### src/rtl/echo_delay_meas.sv
// echo_delay_meas
//   Launches a probe edge into a delay path, watches the returned echo and
//   reports the round-trip delay in clk cycles. A direct probe->echo wire
//   reports 1; every register stage in the loop adds 1.
//
// Parameters
//   CNT_W     width of the cycle counter and of delay_cnt
//   TIMEOUT   maximum cycles spent in any waiting state (2 .. 2^CNT_W-1)
//
// Ports
//   clk        clock, rising edge
//   rst        synchronous active-high reset
//   start      request one measurement (only looked at while idle)
//   echo       returned signal from the delay path
//   probe      launched edge into the delay path
//   busy       high while a measurement is in progress
//   done       one-cycle pulse, delay_cnt holds a fresh measurement
//   tmo        one-cycle pulse, a wait expired
//   delay_cnt  last valid measured delay, held until the next done
//
// Build option
//   ECHO_DELAY_MEAS_SYNC_EN  when defined, echo goes through a 2-flop
//   synchronizer and the reported delay is compensated by the 2 cycles the
//   synchronizer adds (timeouts still use the raw count).
module echo_delay_meas #(
  parameter int CNT_W   = 8,
  parameter int TIMEOUT = 200
) (
  input  logic             clk,
  input  logic             rst,
  input  logic             start,
  input  logic             echo,
  output logic             probe,
  output logic             busy,
  output logic             done,
  output logic             tmo,
  output logic [CNT_W-1:0] delay_cnt
);

  localparam logic [1:0] S_IDLE     = 2'd0;
  localparam logic [1:0] S_WAIT_LOW = 2'd1;
  localparam logic [1:0] S_LAUNCH   = 2'd2;
  localparam logic [1:0] S_RELEASE  = 2'd3;

  localparam logic [CNT_W:0] TMO_LIM = TIMEOUT[CNT_W:0];

`ifdef ECHO_DELAY_MEAS_SYNC_EN
  localparam logic [CNT_W-1:0] SYNC_LAT = {{(CNT_W-2){1'b0}}, 2'd2};
`endif

  // Remove the synchronizer latency from a raw round-trip count, never
  // going below zero.
  function automatic logic [CNT_W-1:0] comp_delay(input logic [CNT_W-1:0] raw);
`ifdef ECHO_DELAY_MEAS_SYNC_EN
    if (raw < SYNC_LAT) return '0;
    return raw - SYNC_LAT;
`else
    return raw;
`endif
  endfunction

  logic [1:0]       state_q, state_d;
  logic [CNT_W-1:0] cnt_q, cnt_d;
  logic             probe_q, probe_d;
  logic             busy_q, busy_d;
  logic             done_q, done_d;
  logic             tmo_q, tmo_d;
  logic [CNT_W-1:0] delay_cnt_q, delay_cnt_d;
  logic             echo_s;
  logic [CNT_W:0]   cnt_inc;
  logic             cnt_exp;

`ifdef ECHO_DELAY_MEAS_SYNC_EN
  logic [1:0] sync_q, sync_d;

  always_comb begin
    sync_d = {sync_q[0], echo};
  end

  always_ff @(posedge clk) begin
    if (rst) sync_q <= '0;
    else     sync_q <= sync_d;
  end

  assign echo_s = sync_q[1];
`else
  assign echo_s = echo;
`endif

  // One extra bit so the expiry compare never sees a wrapped value.
  assign cnt_inc = {1'b0, cnt_q} + {{CNT_W{1'b0}}, 1'b1};
  assign cnt_exp = (cnt_inc == TMO_LIM);

  always_comb begin
    state_d     = state_q;
    cnt_d       = cnt_q;
    probe_d     = probe_q;
    done_d      = 1'b0;
    tmo_d       = 1'b0;
    delay_cnt_d = delay_cnt_q;

    case (state_q)
      S_IDLE: begin
        if (start) begin
          cnt_d = '0;
          if (echo_s) begin
            // Echo is still high from something else: wait for it to
            // settle before launching, or the edge would be missed.
            state_d = S_WAIT_LOW;
          end else begin
            state_d = S_LAUNCH;
            probe_d = 1'b1;
          end
        end
      end

      S_WAIT_LOW: begin
        if (!echo_s) begin
          state_d = S_LAUNCH;
          probe_d = 1'b1;
          cnt_d   = '0;
        end else if (cnt_exp) begin
          state_d = S_IDLE;
          tmo_d   = 1'b1;
          cnt_d   = '0;
        end else begin
          cnt_d = cnt_inc[CNT_W-1:0];
        end
      end

      S_LAUNCH: begin
        // Echo is checked first so a return on the expiry edge still
        // counts as a valid measurement.
        if (echo_s) begin
          state_d     = S_RELEASE;
          delay_cnt_d = comp_delay(cnt_inc[CNT_W-1:0]);
          done_d      = 1'b1;
          probe_d     = 1'b0;
          cnt_d       = '0;
        end else if (cnt_exp) begin
          state_d = S_RELEASE;
          tmo_d   = 1'b1;
          probe_d = 1'b0;
          cnt_d   = '0;
        end else begin
          cnt_d = cnt_inc[CNT_W-1:0];
        end
      end

      S_RELEASE: begin
        // Expiry here is silent: the measurement already reported.
        if (!echo_s || cnt_exp) begin
          state_d = S_IDLE;
          cnt_d   = '0;
        end else begin
          cnt_d = cnt_inc[CNT_W-1:0];
        end
      end

      default: begin
        state_d = S_IDLE;
        probe_d = 1'b0;
        cnt_d   = '0;
      end
    endcase

    busy_d = (state_d != S_IDLE);
  end

  always_ff @(posedge clk) begin
    if (rst) begin
      state_q     <= S_IDLE;
      cnt_q       <= '0;
      probe_q     <= 1'b0;
      busy_q      <= 1'b0;
      done_q      <= 1'b0;
      tmo_q       <= 1'b0;
      delay_cnt_q <= '0;
    end else begin
      state_q     <= state_d;
      cnt_q       <= cnt_d;
      probe_q     <= probe_d;
      busy_q      <= busy_d;
      done_q      <= done_d;
      tmo_q       <= tmo_d;
      delay_cnt_q <= delay_cnt_d;
    end
  end

  assign probe     = probe_q;
  assign busy      = busy_q;
  assign done      = done_q;
  assign tmo       = tmo_q;
  assign delay_cnt = delay_cnt_q;

endmodule

### config.mk
export PLATFORM = sky130hd
export DESIGN_NAME = echo_delay_meas
export DESIGN_NICKNAME = d
export VERILOG_FILES = /design/src/rtl/echo_delay_meas.sv
export SDC_FILE = /design/constraint.sdc
export NUM_CORES = 1
export LEC_CHECK = 0
export ABC_CLOCK_PERIOD_IN_PS = 2200
export BUFFER_PORTS_ARGS = -buffer_cell sky130_fd_sc_hd__buf_2
export CAP_MARGIN = 20
export CORE_ASPECT_RATIO = 0.8
export CORE_MARGIN = 4
export CORE_UTILIZATION = 35
export DETAILED_ROUTE_END_ITERATION = 6
export PLACE_DENSITY_LB_ADDON = 0.1
export SYNTH_ARGS = -nofsm -noshare
export SYNTH_HDL_FRONTEND = slang
export SYNTH_SLANG_ARGS = --single-unit
### constraint.sdc
create_clock -name clk -period 2.2 [get_ports clk]
set_input_delay 0.33 -clock clk [delete_from_list [all_inputs] [get_ports clk]]
set_output_delay 0.33 -clock clk [all_outputs]
set_load 0.03 [all_outputs]
* Word level (Yosys, flattened, before mapping)
Index checks and enable logic that the tools add are counted.
** Storage, ports and cells
- Register bits :: 22
- Output and inout bits :: 12
- Word-level logic and storage cells :: 47
** Operators by class
- $add $sub $neg :: 1
- Eq/ne operators :: 6
- Mux-type cells :: 24
- Bitwise operators :: 1
- Reductions and logical operators :: 8
** Operator list (count)
- $mux W8 :: 5
- $pmux W8 S4 :: 1
- $mux W2 :: 7
- $add A8 B1 Y9 const B :: 1
- $eq A9 B8 Y1 const B :: 1
- $mux W1 :: 8
- $pmux W2 S4 :: 1
- $eq A2 B2 Y1 const B :: 2
- $ne A3 B3 Y1 const B :: 1
- $pmux W1 S3 :: 1
- $reduce_and A3 Y1 :: 1
- $reduce_bool A3 Y1 :: 1
- $eq A2 B1 Y1 const B :: 1
- $logic_not A2 Y1 :: 1
- $ne A2 B2 Y1 const B :: 1
- $pmux W1 S2 :: 1
- $reduce_and A2 Y1 :: 1
- $reduce_bool A2 Y1 :: 1
- $reduce_or A2 Y1 :: 1
- $logic_not A1 Y1 :: 1
- $logic_or A1 B1 Y1 :: 1
- $not A1 Y1 :: 1

* Longest topological paths before layout
- Word-level depth :: 6
- Mapped depth :: 7
- Mapped depth without buffers :: 7

* Least setup slack after synthesis
No wires, ideal clock.
- Path kind :: flip-flop to flip-flop
- Start point :: reg state_q[0]
- End point :: reg busy_q, in the netlist busy
- Library setup time :: 116 ps
- Arrival time :: 1684 ps
- Slack :: 400 ps
- Stages on the path, launching flop included :: 7
- Buffers on the path :: 0
- Cells stage by stage :: dfxtp_1 > inv_1 > ha_1 > and2_0 > or3_1 > or2_2 > a31o_1
** On the way
- Word-level cells in the longest chain between the ends :: 4
- Elaborated cells between the ends (all ways) :: 12
** RTL lines
- start, declared :: line 62 : logic [1:0] state_q, state_d;
- start signal, assigned :: line 180 : state_q <= state_d;
- $mux W2 (on tied branches) :: line 140, 122
- $mux W2 (on tied branches) :: line 134, 118
- $pmux W2 S4 * :: line 102 : case (state_q)
- $reduce_bool A2 Y1 * :: line 167 : busy_d = (state_d != S_IDLE);
- end signal, assigned :: line 183 : busy_q <= busy_d;
- end, declared :: line 65 : logic busy_q, busy_d;
Mark *: on every way between the ends. The rest lies on a longest branch, timed or not.
A chain may end at the register's enable or synchronous reset.

* Worst setup path in the final report
- Start point :: reg cnt_q[0]
- End point :: reg busy_q, in the netlist busy
** On the way
- Word-level cells in the longest chain between the ends :: 6
- Elaborated cells between the ends (all ways) :: 10
** RTL lines
- start, declared :: line 63 : logic [CNT_W-1:0] cnt_q, cnt_d;
- start signal, assigned :: line 181 : cnt_q <= cnt_d;
- $add A8 B1 Y9 * :: line 91 : assign cnt_inc = {1'b0, cnt_q} + {{CNT_W{1'b0}}, 1'b1};
- $eq A9 B8 Y1 * :: line 92 : assign cnt_exp = (cnt_inc == TMO_LIM);
- $mux W2, or another cell as far along :: line 140 : end else if (cnt_exp) begin
- $mux W2 (on tied branches) :: line 134, 118, 152
- $pmux W2 S4 * :: line 102
- $reduce_bool A2 Y1 * :: line 167
Marks and branches as above.

==> reports/metrics.yaml <==
outcome:
  outcome: "completed"
final_layout:
  drive_above_1_share_pct: 18.0
  instances_no_fill: 201
  design_area_um2: 1360
  area_delta_synth_final_pct: 12.4
  antenna_cells: 0
  fin_nets: 172
global_route:
  grt.overflow.total: 0
  grt_use_total_pct: 12.8
  grt_pass1_wl_um: 4400
  grt_max_degree: 22
  antenna_found_initial: 0
  grt_pass1_vias: 963
floorplanning:
  placementRows: 18
  die_h_um: 60.5
  die_area_um2: 4460
  design.core.area_um2: 3200
  start_util_pct: 37.7
  boundaryPins: 16
  die_w_um: 73.6
drt:
  vias_per_cell: 5.01
  drtAntennaViolNets: 0
  remaining_drc_errors: 0
  dr.pass1.iters: 4
  route.vias.total: 1007
  wl_per_cell_um: 13.1
  wirelength_um: 2630
  drt_iter0_drc: 48
worst_setup_path:
  slowest_stage: "or4b_1"
  crit_type: "reg2reg"
  end_kind: "register"
  worstPathCellList: "nand2_1, or4b_1, a21oi_2, and2_4, a211oi_2, a31o_1"
  crit_path_start_kind: "register"
  r2r_start: "cnt_q[0]"
  worst_ep_required_time_ns: 2.35
  startpoint: "cnt_q[0]"
  critical_path.top_delay_family: "simple AND/OR/NAND/NOR gates"
  path_buf_inv: 0
  arrival_ns: 2.14
  cp_max_fo: 6
  critPathMaxStageDelay_ns: 0.53
min_path:
  hold_start: "echo"
  hold_class: "in2reg"
clocking:
  clkSlewWorstSetupHoldPaths_ns: 0.07
  clockRootBuffer: "clkbuf_8"
  h-tree-depth: 1
  clock_path_buffers: 2
  cts_resized: 0
  clock_sinks: 22
  cts_hold_buf: 0
  cts_tree: "done"
  postCtsSetupBuffers: 0
  clk_latency_ns: 0.26
  cts_inserted_buffers: 3
sta:
  slew_headroom_pct: 72.7
  fin_crit_sh_pct: 90.5
  min_period_ns: 1.99
  slew_violations: 0
  rsz0062_at_grt: "false"
  worst_pin_slew_ns: 0.409
  hold_viol: 0
  fin_tns_setup_ns: 0
  fin_skew_ns: 0.00239
  timing.hold.ws_ns: 0.427
  clock.fmax_mhz: 502
  setup_viol: 0
place:
  hpwl_um: 1930
  place_area_um2: 1320
  io_buffers: 15
  dp_cells: 198
  gp_routability_congestion: 0.812
synth:
  ys_types: 43
  syn_inst: 147
  synth_seq_area_share_pct: 36.5
  ys_dominant_reg_cell: "dfxtp_1"
  async_reset_ff_share_pct: 0
  synth_area_leader_cell: "dfxtp_1"
  yosys_register_bits: 22
  synth_fp_nets: 156
  synth_area_um2: 1210
  postSynthAreaPerCell_um2: 8.21
  ys_warn_count: 0
  synth_edf_count: 0
  synthTopCellsByArea: "dfxtp_1, nor2_1, ha_1"
  synth.top_cell.area_share_pct: 36.5
power:
  peakVddDrop_mv: 0.304
  p_per_area_nw_per_um2: 915
  p_leak_nw: 0.523
run:
  max-cap-violations: 0
## metal layers
metal / wire length, um / up-vias / track usage (%)
met5: 0 / - / 0
met1: 1400 / 445 / 17.8
li1: - / 545 / -
met4: 17 / 0 / 3.10
met2: 1110 / 15 / 19.9
met3: 100 / 2 / 3.48
## cell type report
class	instances	area, um^2
Clock buffer	3	41.3
Fill cell	353	1840
Inverter	5	18.8
Multi-Input combinational cell	113	708
Sequential cell	22	440
Tap cell	40	50.0
Timing Repair Buffer	18	97.6
## state kept, by name (all words and copies together), names as in the netlist
| signal | count |
|---|---|
| busy | 1 |
| cnt_q | 8 |
| delay_cnt | 8 |
| done | 1 |
| probe | 1 |
| state_q | 2 |
| tmo | 1 |
## cell usage after synthesis, types with 3 or more instances
cell / count
a211oi_1: 7
a21oi_1: 12
buf_4: 3
clkbuf_1: 3
dfxtp_1: 22
ha_1: 5
inv_1: 5
nand2_1: 15
nand3_1: 3
nor2_1: 20
nor2b_1: 4
o21ai_0: 7
or3_1: 3
xor2_1: 3
## per-stage QoR
stage	total power [W]	worst slack [ns]	utilization (%)
after floorplan	0.000887	0.400	-
after global placement	0.00101	0.298	41.1
after detailed placement	0.00101	0.255	41.1
after CTS	0.00126	0.226	42.4
after global routing	0.00132	0.108	42.4
final	0.00124	0.208	42.4
## final timing paths
kind	to	slack (ns)	cells past startpoint
setup reg to reg	busy	0.21	6
hold reg to reg	delay_cnt[1]	0.46	2
hold / removal	tmo	0.43	3
setup / recovery	busy	0.21	6
## cell families (layout without fill, tap and decap cells)
group | Yosys count | in the layout | share of synthesized area [%]
DFF | 22 | 22 | 36.5
buffers and inverters | 12 | 26 | 4.77
muxes | 2 | 2 | 1.66
xor gates and xnor gates | 5 | 5 | 3.63
adders and majority gates | 5 | 5 | 5.19
and+or+nand+nor | 62 | 62 | 27.0
AOI/OAI and AO/OA | 39 | 39 | 21.3
## report_power, final
| group | internal [W] | switching, W | total (W) |
|---|---|---|---|
| clock network | 0.000122 | 0.000118 | 0.000240 |
| registers | 0.000460 | 0.0000429 | 0.000503 |
| logic | 0.000180 | 0.000319 | 0.000498 |
## placed cells by master (no fill, tap or decap), drive strengths merged, types with 2 or more instances in the layout
master | synthesis | final
xor2 | 3 | 3
nand2 | 16 | 16
o21a | 2 | 2
nor4 | 2 | 2
a21o | 2 | 2
o21ai | 7 | 7
mux2i | 2 | 2
ha | 5 | 5
inv | 5 | 5
nand3 | 4 | 4
nor2b | 4 | 4
or2 | 2 | 2
nor2 | 20 | 20
a211oi | 8 | 8
dfxtp | 22 | 22
buf | 4 | 18
xnor2 | 2 | 2
clkbuf | 3 | 3
a21oi | 13 | 13
nand3b | 2 | 2
and2 | 3 | 3
or3 | 3 | 3
## tightest hold or removal path: cells and delay by family
kind	cells	cell delay (ns)
buffers and inverters	1	0.16
AND/OR/NAND/NOR	1	0.08
AO/OA/AOI/OAI	1	0.07
Note: power is estimated with default switching activity, not from simulation.
